--- src/rtl/adc_capture_ctrl_pkg.sv ---
// Shared types for the multi-channel ADC capture controller.
// Capture FSM encoding and trigger slope selectors.
package adc_cap_pkg;

  typedef enum logic [2:0] {
    IDLE,
    PRE,
    WAIT,
    POST,
    DONE
  } state_t;

  localparam logic SLOPE_RISE = 1'b0;
  localparam logic SLOPE_FALL = 1'b1;

endpackage

--- src/rtl/adc_capture_ctrl_if.sv ---
// Circular sample buffer write port.
// The controller drives it; the external RAM receives it.
interface adc_capture_ctrl_if #(
  parameter int AW = 10,
  parameter int DW = 16
);

  logic          buf_we;
  logic [AW-1:0] buf_addr;
  logic [DW-1:0] buf_wdata;

  modport master (
    output buf_we,
    output buf_addr,
    output buf_wdata
  );

  modport slave (
    input buf_we,
    input buf_addr,
    input buf_wdata
  );

endinterface

--- src/rtl/adc_trig_detect.sv ---
// Level/slope trigger on one selected channel of the S1 sample.
// Tracks the previous accepted sample; hit is combinational.
module adc_trig_detect
  import adc_cap_pkg::*;
#(
  parameter int NUM_CH = 2,
  parameter int DATA_W = 8
) (
  input  logic                     clk,
  input  logic                     rst_n,
  input  logic                     clr,
  input  logic                     upd,
  input  logic [NUM_CH*DATA_W-1:0] sample,
  input  logic [1:0]               ch,
  input  logic                     slope,
  input  logic [DATA_W-1:0]        level,
  output logic                     trig_hit
);

  logic [DATA_W-1:0] cur;
  logic [DATA_W-1:0] prev;
  logic              prev_ok;

  always_comb begin
    cur = '0;
    for (int i = 0; i < NUM_CH; i++) begin
      if (ch == 2'(i)) cur = sample[i*DATA_W +: DATA_W];
    end
  end

  always_ff @(posedge clk or negedge rst_n) begin
    if (!rst_n) begin
      prev    <= '0;
      prev_ok <= 1'b0;
    end else if (clr) begin
      prev_ok <= 1'b0;
    end else if (upd) begin
      prev    <= cur;
      prev_ok <= 1'b1;
    end
  end

  always_comb begin
    trig_hit = 1'b0;
    if (prev_ok) begin
      if (slope == SLOPE_RISE)
        trig_hit = (prev < level) && (cur >= level);
      else
        trig_hit = (prev >= level) && (cur < level);
    end
  end

endmodule

--- src/rtl/adc_capture_ctrl.sv ---
// ADC capture controller: decimation, pre/post trigger
// capture into a circular buffer via the write port.
module adc_capture_ctrl
  import adc_cap_pkg::*;
#(
  parameter int NUM_CH = 2,
  parameter int DATA_W = 8,
  parameter int DEPTH  = 1024,
  parameter int DEC_W  = 16,
  localparam int AW    = $clog2(DEPTH),
  localparam int DW    = NUM_CH * DATA_W
) (
  input  logic              clk,
  input  logic              rst_n,
  input  logic [DW-1:0]     adc_data,
  input  logic              arm,
  input  logic              abort,
  input  logic              force_trig,
  input  logic [DEC_W-1:0]  cfg_decim,
  input  logic [AW-1:0]     cfg_pre,
  input  logic [AW-1:0]     cfg_post,
  input  logic [1:0]        cfg_trig_ch,
  input  logic              cfg_slope,
  input  logic [DATA_W-1:0] cfg_level,
  adc_capture_ctrl_if.master bus,
  output logic [AW-1:0]     trig_addr,
  output logic [AW-1:0]     start_addr,
  output logic              busy,
  output logic              done,
  output logic              cfg_err
);

  localparam int CW = AW + 2;

  state_t            state;
  state_t            state_nx;
  logic [DW-1:0]     s1;
  logic [DEC_W-1:0]  dec_cnt;
  logic [DEC_W-1:0]  decim_q;
  logic [AW-1:0]     pre_q;
  logic [AW-1:0]     post_q;
  logic [AW-1:0]     pre_cnt;
  logic [AW-1:0]     post_cnt;
  logic [AW-1:0]     addr;
  logic [1:0]        ch_q;
  logic              slope_q;
  logic [DATA_W-1:0] level_q;
  logic              force_pend;
  logic [CW-1:0]     need;
  logic              cfg_bad;
  logic              accept;
  logic              trig_hit;
  logic              wr;
  logic              fire;
  logic              go;
  logic              err;

  assign busy       = (state == PRE) || (state == WAIT) || (state == POST);
  assign done       = (state == DONE);
  assign accept     = busy && (dec_cnt == '0);
  assign need       = CW'(cfg_pre) + CW'(cfg_post) + CW'(1);
  assign cfg_bad    = need > CW'(DEPTH);
  assign start_addr = trig_addr - pre_q;

  adc_trig_detect #(
    .NUM_CH (NUM_CH),
    .DATA_W (DATA_W)
  ) u_trig (
    .clk      (clk),
    .rst_n    (rst_n),
    .clr      (go),
    .upd      (accept),
    .sample   (s1),
    .ch       (ch_q),
    .slope    (slope_q),
    .level    (level_q),
    .trig_hit (trig_hit)
  );

  always_ff @(posedge clk or negedge rst_n) begin
    if (!rst_n) state <= IDLE;
    else        state <= state_nx;
  end

  always_comb begin
    state_nx = state;
    wr       = 1'b0;
    fire     = 1'b0;
    go       = 1'b0;
    err      = 1'b0;
    if (abort) begin
      state_nx = IDLE;
    end else begin
      unique case (state)
        IDLE, DONE: begin
          if (arm) begin
            if (cfg_bad) begin
              err = 1'b1;
            end else begin
              go       = 1'b1;
              state_nx = (cfg_pre == '0) ? WAIT : PRE;
            end
          end
        end
        PRE: begin
          if (accept) begin
            wr = 1'b1;
            if (pre_cnt == pre_q - AW'(1)) state_nx = WAIT;
          end
        end
        WAIT: begin
          if (accept) begin
            wr = 1'b1;
            if (trig_hit || force_trig || force_pend) begin
              fire     = 1'b1;
              state_nx = (post_q == '0) ? DONE : POST;
            end
          end
        end
        POST: begin
          if (accept) begin
            wr = 1'b1;
            if (post_cnt == post_q - AW'(1)) state_nx = DONE;
          end
        end
        default: state_nx = IDLE;
      endcase
    end
  end

  // Config is captured only on an accepted arm
  always_ff @(posedge clk or negedge rst_n) begin
    if (!rst_n) begin
      decim_q <= '0;
      pre_q   <= '0;
      post_q  <= '0;
      ch_q    <= '0;
      slope_q <= SLOPE_RISE;
      level_q <= '0;
    end else if (go) begin
      decim_q <= cfg_decim;
      pre_q   <= cfg_pre;
      post_q  <= cfg_post;
      ch_q    <= cfg_trig_ch;
      slope_q <= cfg_slope;
      level_q <= cfg_level;
    end
  end

  always_ff @(posedge clk or negedge rst_n) begin
    if (!rst_n) begin
      s1         <= '0;
      dec_cnt    <= '0;
      pre_cnt    <= '0;
      post_cnt   <= '0;
      addr       <= '0;
      trig_addr  <= '0;
      force_pend <= 1'b0;
      cfg_err    <= 1'b0;
    end else begin
      s1      <= adc_data;
      cfg_err <= err;
      if (go)
        dec_cnt <= '0;
      else if (busy)
        dec_cnt <= (dec_cnt == decim_q) ? '0 : dec_cnt + DEC_W'(1);
      if (go)
        pre_cnt <= '0;
      else if (wr && state == PRE)
        pre_cnt <= pre_cnt + AW'(1);
      if (fire)
        post_cnt <= '0;
      else if (wr && state == POST)
        post_cnt <= post_cnt + AW'(1);
      if (go)
        addr <= '0;
      else if (wr)
        addr <= addr + AW'(1);
      if (fire)
        trig_addr <= addr;
      if (go || abort || fire)
        force_pend <= 1'b0;
      else if (state == WAIT && force_trig)
        force_pend <= 1'b1;
    end
  end

  always_ff @(posedge clk or negedge rst_n) begin
    if (!rst_n) begin
      bus.buf_we    <= 1'b0;
      bus.buf_addr  <= '0;
      bus.buf_wdata <= '0;
    end else begin
      bus.buf_we <= wr;
      if (wr) begin
        bus.buf_addr  <= addr;
        bus.buf_wdata <= s1;
      end
    end
  end

endmodule

--- src/flat_wrapper.sv ---
// flat-port wrapper written by rule: the top's interface ports become plain ports
module adc_capture_ctrl_flat import adc_cap_pkg::*;
#(
  parameter int NUM_CH = 2,
  parameter int DATA_W = 8,
  parameter int DEPTH  = 1024,
  parameter int DEC_W  = 16,
  localparam int AW    = $clog2(DEPTH),
  localparam int DW    = NUM_CH * DATA_W
)
  (clk, rst_n, adc_data, arm, abort, force_trig, cfg_decim, cfg_pre, cfg_post, cfg_trig_ch, cfg_slope, cfg_level, trig_addr, start_addr, busy, done, cfg_err, bus_buf_we, bus_buf_addr, bus_buf_wdata);
  adc_capture_ctrl_if #(.AW(10), .DW(16)) bus_i ();
  input  logic clk;
  input  logic rst_n;
  input  logic [DW-1:0] adc_data;
  input  logic arm;
  input  logic abort;
  input  logic force_trig;
  input  logic [DEC_W-1:0] cfg_decim;
  input  logic [AW-1:0] cfg_pre;
  input  logic [AW-1:0] cfg_post;
  input  logic [1:0] cfg_trig_ch;
  input  logic cfg_slope;
  input  logic [DATA_W-1:0] cfg_level;
  output logic [AW-1:0] trig_addr;
  output logic [AW-1:0] start_addr;
  output logic busy;
  output logic done;
  output logic cfg_err;
  output wire logic [$bits(bus_i.buf_we)-1:0] bus_buf_we;
  output wire logic [$bits(bus_i.buf_addr)-1:0] bus_buf_addr;
  output wire logic [$bits(bus_i.buf_wdata)-1:0] bus_buf_wdata;
  assign bus_buf_we = bus_i.buf_we;
  assign bus_buf_addr = bus_i.buf_addr;
  assign bus_buf_wdata = bus_i.buf_wdata;
  adc_capture_ctrl #(.NUM_CH(NUM_CH), .DATA_W(DATA_W), .DEPTH(DEPTH), .DEC_W(DEC_W)) u_core (.clk(clk), .rst_n(rst_n), .adc_data(adc_data), .arm(arm), .abort(abort), .force_trig(force_trig), .cfg_decim(cfg_decim), .cfg_pre(cfg_pre), .cfg_post(cfg_post), .cfg_trig_ch(cfg_trig_ch), .cfg_slope(cfg_slope), .cfg_level(cfg_level), .bus(bus_i), .trig_addr(trig_addr), .start_addr(start_addr), .busy(busy), .done(done), .cfg_err(cfg_err));
endmodule
--- config.mk ---
export PLATFORM = sky130hd
export DESIGN_NAME = adc_capture_ctrl_flat
export DESIGN_NICKNAME = d
export VERILOG_FILES = /design/src/rtl/adc_capture_ctrl_pkg.sv /design/src/rtl/adc_capture_ctrl_if.sv /design/src/rtl/adc_trig_detect.sv /design/src/rtl/adc_capture_ctrl.sv /design/src/flat_wrapper.sv
export SDC_FILE = /design/constraint.sdc
export NUM_CORES = 1
export LEC_CHECK = 0
export ABC_AREA = 1
export BUFFER_PORTS_ARGS = -buffer_cell sky130_fd_sc_hd__buf_4
export CAP_MARGIN = 20
export CORE_MARGIN = 1
export CORE_UTILIZATION = 51
export DETAILED_ROUTE_END_ITERATION = 10
export PLACE_DENSITY = 0.71
export SLEW_MARGIN = 20
export SYNTH_ARGS = -nofsm -noshare
export SYNTH_HDL_FRONTEND = slang
export SYNTH_HIERARCHICAL = 1
export SYNTH_SLANG_ARGS = --single-unit
--- constraint.sdc ---
create_clock -name clk -period 7.85 [get_ports clk]
set_input_delay 1.57 -clock clk [delete_from_list [all_inputs] [get_ports clk]]
set_output_delay 1.57 -clock clk [all_outputs]
set_load 0.01 [all_outputs]
Word level (Yosys, flattened, before mapping). Index checks and enable logic that the tools add are counted.

Bits in registers: 160. Input port bits: 68. Output and inout port bits: 50. Word-level logic and storage cells: 122.

Add/sub/neg operators: 9. Order comparisons: 5. Equal/unequal tests: 16. Mux-type cells: 44. Bitwise operators: 1. Reduce and logical (&&, ||, !) cells: 27.

Operator list (number): 10-bit 2-to-1 mux (6); 16-bit 2-to-1 mux (3); 10-bit by 1-bit adder with 10-bit output, second input constant (3); 3-bit 2-to-1 mux (10); 1-bit 2-to-1 mux (21); 10-bit == test (2); 10-bit zero test (2); 10-bit by 1-bit subtractor with 10-bit output, second input constant (2); 16-bit by 1-bit adder with 16-bit output, second input constant (1); 16-bit == test (1); 8-bit greater-or-equal comparator (2); 16-bit zero test (1); 8-bit less-than comparator (2); 8-bit 2-to-1 mux (2); 3-bit inequality test, second input constant (5); 12-bit by 1-bit adder with 12-bit output, second input constant (1); 12-bit by 11-bit > comparator with 1-bit output, second input constant (1); 3-bit one-hot mux with 4 select lines (1); 2-bit nonzero test (6); 10-bit by 10-bit adder with 11-bit output (1); 10-bit subtractor (1); 3-bit by 2-bit inequality test with 1-bit output, second input constant (3); 8-bit AND reduction (1); 3-bit by 2-bit == test with 1-bit output, second input constant (2); 12 further kinds (22).

Logic depth before layout (Yosys ltp).
Word-level depth: 15. Depth in mapped cells: 24. Mapped depth without buffers: 24.

Modules after synthesis. The synthesis kept the hierarchy.

By module, submodules not included: adc_capture_ctrl (instances 1, cells an instance 1105, area each 8509.4 sq um, seq. area each 3778.6 sq um); adc_trig_detect (instances 1, cells an instance 132, area each 929.6 sq um, seq. area each 225.2 sq um).

Worst setup path before layout. No wires, ideal clock.

Kind: input to register. From: input port cfg_pre[0]. To: register u_core.u_trig.prev[3]. Setup time: 0.136 ns. Arrival time: 3.847 ns. Data required time: 7.714 ns. Slack: 3.867 ns. Stages: 20. Path buffers: 4. Path through: inv_1 ha_1 fa_1 inv_1 nand2_1 nand2_1 nand3_1 nand2_1 a21oi_1 o21bai_1 nand2_2 nand2_2 buf_8 inv_12 buf_8 or2_1 buf_6 buf_6 nand2_2 o31ai_4.

Word-level cells in the longest chain between the ends: 9.

RTL lines: from (decl) (RTL line flat_wrapper.sv:20) `input logic [AW-1:0] cfg_pre;`; 10-bit by 10-bit adder with 11-bit output (RTL line adc_capture_ctrl.sv:61) `assign need = CW'(cfg_pre) + CW'(cfg_post) + CW'(1);`; 12-bit by 1-bit adder with 12-bit output (RTL line adc_capture_ctrl.sv:61); 12-bit by 11-bit > comparator with 1-bit output (RTL line adc_capture_ctrl.sv:62) `assign cfg_bad = need > CW'(DEPTH);`; 1-bit 2-to-1 mux (RTL line adc_capture_ctrl.sv:97) `if (cfg_bad) begin`; 1-bit 2-to-1 mux (RTL line adc_capture_ctrl.sv:96) `if (arm) begin`; 1-bit 2-to-1 mux (RTL line adc_capture_ctrl.sv:94) `unique case (state)`; 1-bit 2-to-1 mux (RTL line adc_capture_ctrl.sv:91) `if (abort) begin`; named net u_core.go (RTL line adc_capture_ctrl.sv:55) `logic go;`; 1-bit NOT (no source line); 2-bit AND reduction (no source line); to (signal assigned) (RTL line adc_trig_detect.sv:38) `prev <= cur;`; to (decl) (RTL line adc_trig_detect.sv:21) `logic [DATA_W-1:0] prev;`.

The timed path passes the listed nets, and every way through them passes these cells. A chain may end at the register's enable or synchronous reset.

Worst setup path in the final report.
From: input port cfg_pre[0]. To: register u_core.u_trig.prev[0].

Word-level cells in the longest chain between the ends: 9.

RTL lines (RTL line): 10-bit by 10-bit adder with 11-bit output (adc_capture_ctrl.sv:61); 12-bit by 1-bit adder with 12-bit output (adc_capture_ctrl.sv:61); 12-bit by 11-bit > comparator with 1-bit output (adc_capture_ctrl.sv:62); 1-bit 2-to-1 mux (adc_capture_ctrl.sv:97); 1-bit 2-to-1 mux (adc_capture_ctrl.sv:96); 1-bit 2-to-1 mux (adc_capture_ctrl.sv:94); 1-bit 2-to-1 mux (adc_capture_ctrl.sv:91); 1-bit NOT (no source line); 2-bit AND reduction (no source line).

Every way passes these cells.

==> results.ini <==
[synth]
syn-instance-count = 1237
synthArstFlopShare_pct = 100.0
synth_top_area_share_pct = 42.42
synth_seq_cells = 160
yosysMostFrequentCell = nand2_1
synth-edff-count = 0
synth.area.top_cells = dfrtp_1, nand2_1, ha_1, inv_1, nor2_1
ys_seq_area_share_pct = 42.42
synthFlopType = dfrtp_1
synth.avg_cell_area_um2 = 7.631
ys_warn_count = 6
synth.distinct_cells = 49
netlist_top_cells_count = nand2_1, dfrtp_1, inv_1
synth.largest_area_cell = dfrtp_1
synth_area_um2 = 9439
mappedNetlistNets = 1349

[critical_path]
required_ns = 8.21
crit_family = simple AND/OR/NAND/NOR gates
max_stage_delay_ns = 0.53
critPathKind = input pin to register
arrival_ns = 4.58
critPathBufInv = 4
cp_cell_sequence = buf_4, inv_1, ha_1, fa_1, inv_1, nand2_1, nand2_1, nand2_1, nand2_1, nand3_1, nor2_1, nand2_1, nor2_2, nand3_2, nand2_2, nand2_2, inv_12, or2_1, nand2_1, o21ai_1
crit_path_frequent_cell = nand2_1
worstSetupStartpointType = input pin
end_kind = register
crit_slowest_cell = or2_1
worstPathMaxFanout = 56
r2r_slack_ns = 4.22

[hold_path]
hp-class = register to register

[route]
vias = 8149
ant_nets = 0
avgViaCountPerCell = 5.145
drc = 0
wl_per_cell_um = 13.54
finalWirelength_mm = 21.45
firstDrtPassIters = 5
drt_iter0_drc = 487

[power]
ir_worst_vdd_v = 0.0001960
design_power_total_mw = 3.952
p_leak_nw = 5.729
power.density_nw_per_um2 = 360.5

[cts]
holdBufCountCts = 0
post-cts-setup-buffers = 0
cts_max_level = 4
cts_root_buf = clkbuf_16
clkTransAtPathRegs_ns = 0.07
clock_latency_ns = 0.44
numCtsBuffers = 17
cts_resized = 0
cts_sinks = 160
cts_tree = built
cts_buffer_depth = 2

[die]
row_count = 49
die-area_um2 = 19060
ioPinCount = 118
dieHeight_um = 138.0
core_um2 = 18020
fp.dieW_um = 138.0
initial_core_util_pct = 52.37

[timing]
period_share_pct = 53.79
fin_hold_ws_ns = 0.4736
max_freq_ghz = 0.2368
rsz0062_at_grt = no
drv_slew = 0
slew_headroom_pct = 49.34
period_needed_ns = 4.222
postLayoutSetupSlackWorst_ns = 3.628
tightest_slew_ns = 0.7598
setup_viol = 0
final-hold-violation-count = 0
finalClockSkew_ns = 0.01252
finalSetupTns_ns = 0

[global_routing]
grt_pass1_vias = 7633
use_met2_pct = 37.13
grt_overflow = 0
top_usage_layer = met2
grt_max_degree = 84
met3_usage_pct = 3.533
grt_pass1_wl_mm = 36.74
grt_usage_pct = 23.61
antenna_found_initial = 0
grt_util_met1_pct = 34.05

[place]
post-dp-hpwl_mm = 15.95
io_buffers = 117
placed_cell_area_um2 = 10370
place_ws_ns = 3.184
place.gp.congestion = 0.8866
dp.cells = 1552

[final_layout]
final_core_util_pct = 60.81
fin_nets = 1454
final_cells = 1584
fin_area_um2 = 10960
synthToLayoutAreaGrowth_pct = 16.12
drive_gt1_share_pct = 14.76
diodes = 0

[job]
maxCapViolations = 0

[run_status]
outcome = complete, no violations

==> worst min-delay path: stages (launching register included) <==
cell	delay (ns)
dfrtp_1	0.35
nand2_1	0.05
nand2_1	0.04
==> cell families (layout without fill, tap and decap cells) <==
logic type	count (synthesis)	after routing	share of synthesized area [%]
simple gates	658	658	29.45
buf+inv	182	300	8.762
flops	160	160	42.42
compound gates	146	146	8.868
xor+xnor	47	47	4.507
fa+ha+maj	44	44	5.991
==> worst paths after layout <==
| kind | from | endpoint | depth (start not counted) |
|---|---|---|---|
| max | cfg_pre[0] | u_core/u_trig/prev[0] | 20 |
| min | u_core/bus.buf_wdata[6] | u_core/bus.buf_wdata[6] | 2 |
| max reg2reg | u_core/ch_q[0] | u_core/post_cnt[7] | 20 |
| min reg2reg | u_core/bus.buf_wdata[6] | u_core/bus.buf_wdata[6] | 2 |
| max in group asynchronous | rst_n | u_core/dec_cnt[14] | 2 |
| min in group asynchronous | rst_n | u_core/trig_addr[8] | 1 |
==> power by group <==
part | internal [mW] | total (mW) | switching [mW]
Combinational | 0.727 | 1.77 | 1.05
Clock | 0.428 | 0.822 | 0.394
Sequential | 1.09 | 1.36 | 0.263
==> registers in the layout, summed over array words and instances, names as in the netlist, 2 cells and up <==
| register | count |
|---|---|
| u_core/pre_cnt | 10 |
| u_core/u_trig/prev | 8 |
| u_core/state | 3 |
| u_core/trig_addr | 10 |
| u_core/level_q | 8 |
| u_core/bus.buf_addr | 10 |
| u_core/decim_q | 16 |
| u_core/post_cnt | 10 |
| u_core/dec_cnt | 16 |
| u_core/ch_q | 2 |
| u_core/s1 | 16 |
| u_core/pre_q | 10 |
| u_core/post_q | 10 |
| u_core/addr | 10 |
| u_core/bus.buf_wdata | 16 |
==> cells in the final DEF (no fill, tap or decap), types with 17 or more instances in the layout <==
cell type,Yosys,layout
inv_1,139,139
xor2_1,27,27
dfrtp_1,160,160
nand3_1,66,66
o21ai_0,58,58
a21oi_1,39,39
xnor2_1,19,19
nor2_1,125,125
nand2_1,388,388
buf_4,3,117
ha_1,42,42
nand4_1,24,24
clkbuf_16,0,17
==> routing by layer <==
metal,share of wire (%),vias to the layer above,wire length (um)
met5,0,-,0
met3,4.6,19,987
li1,-,4156,-
met4,1.1,0,243
met1,48,3786,10320
met2,46,188,9891
==> final cells by class <==
| type | count | area [um2] |
|---|---|---|
| fillers | 1687 | 7064 |
| multi-input cells | 895 | 4608 |
| flip-flops and latches | 160 | 4004 |
| repair buffers | 119 | 900.9 |
| inverters | 149 | 571.8 |
| clock buffers | 17 | 425.4 |
| well taps | 229 | 286.5 |
| clock inverters | 15 | 163.9 |
No activity file was read; power rests on OpenSTA's default activity.
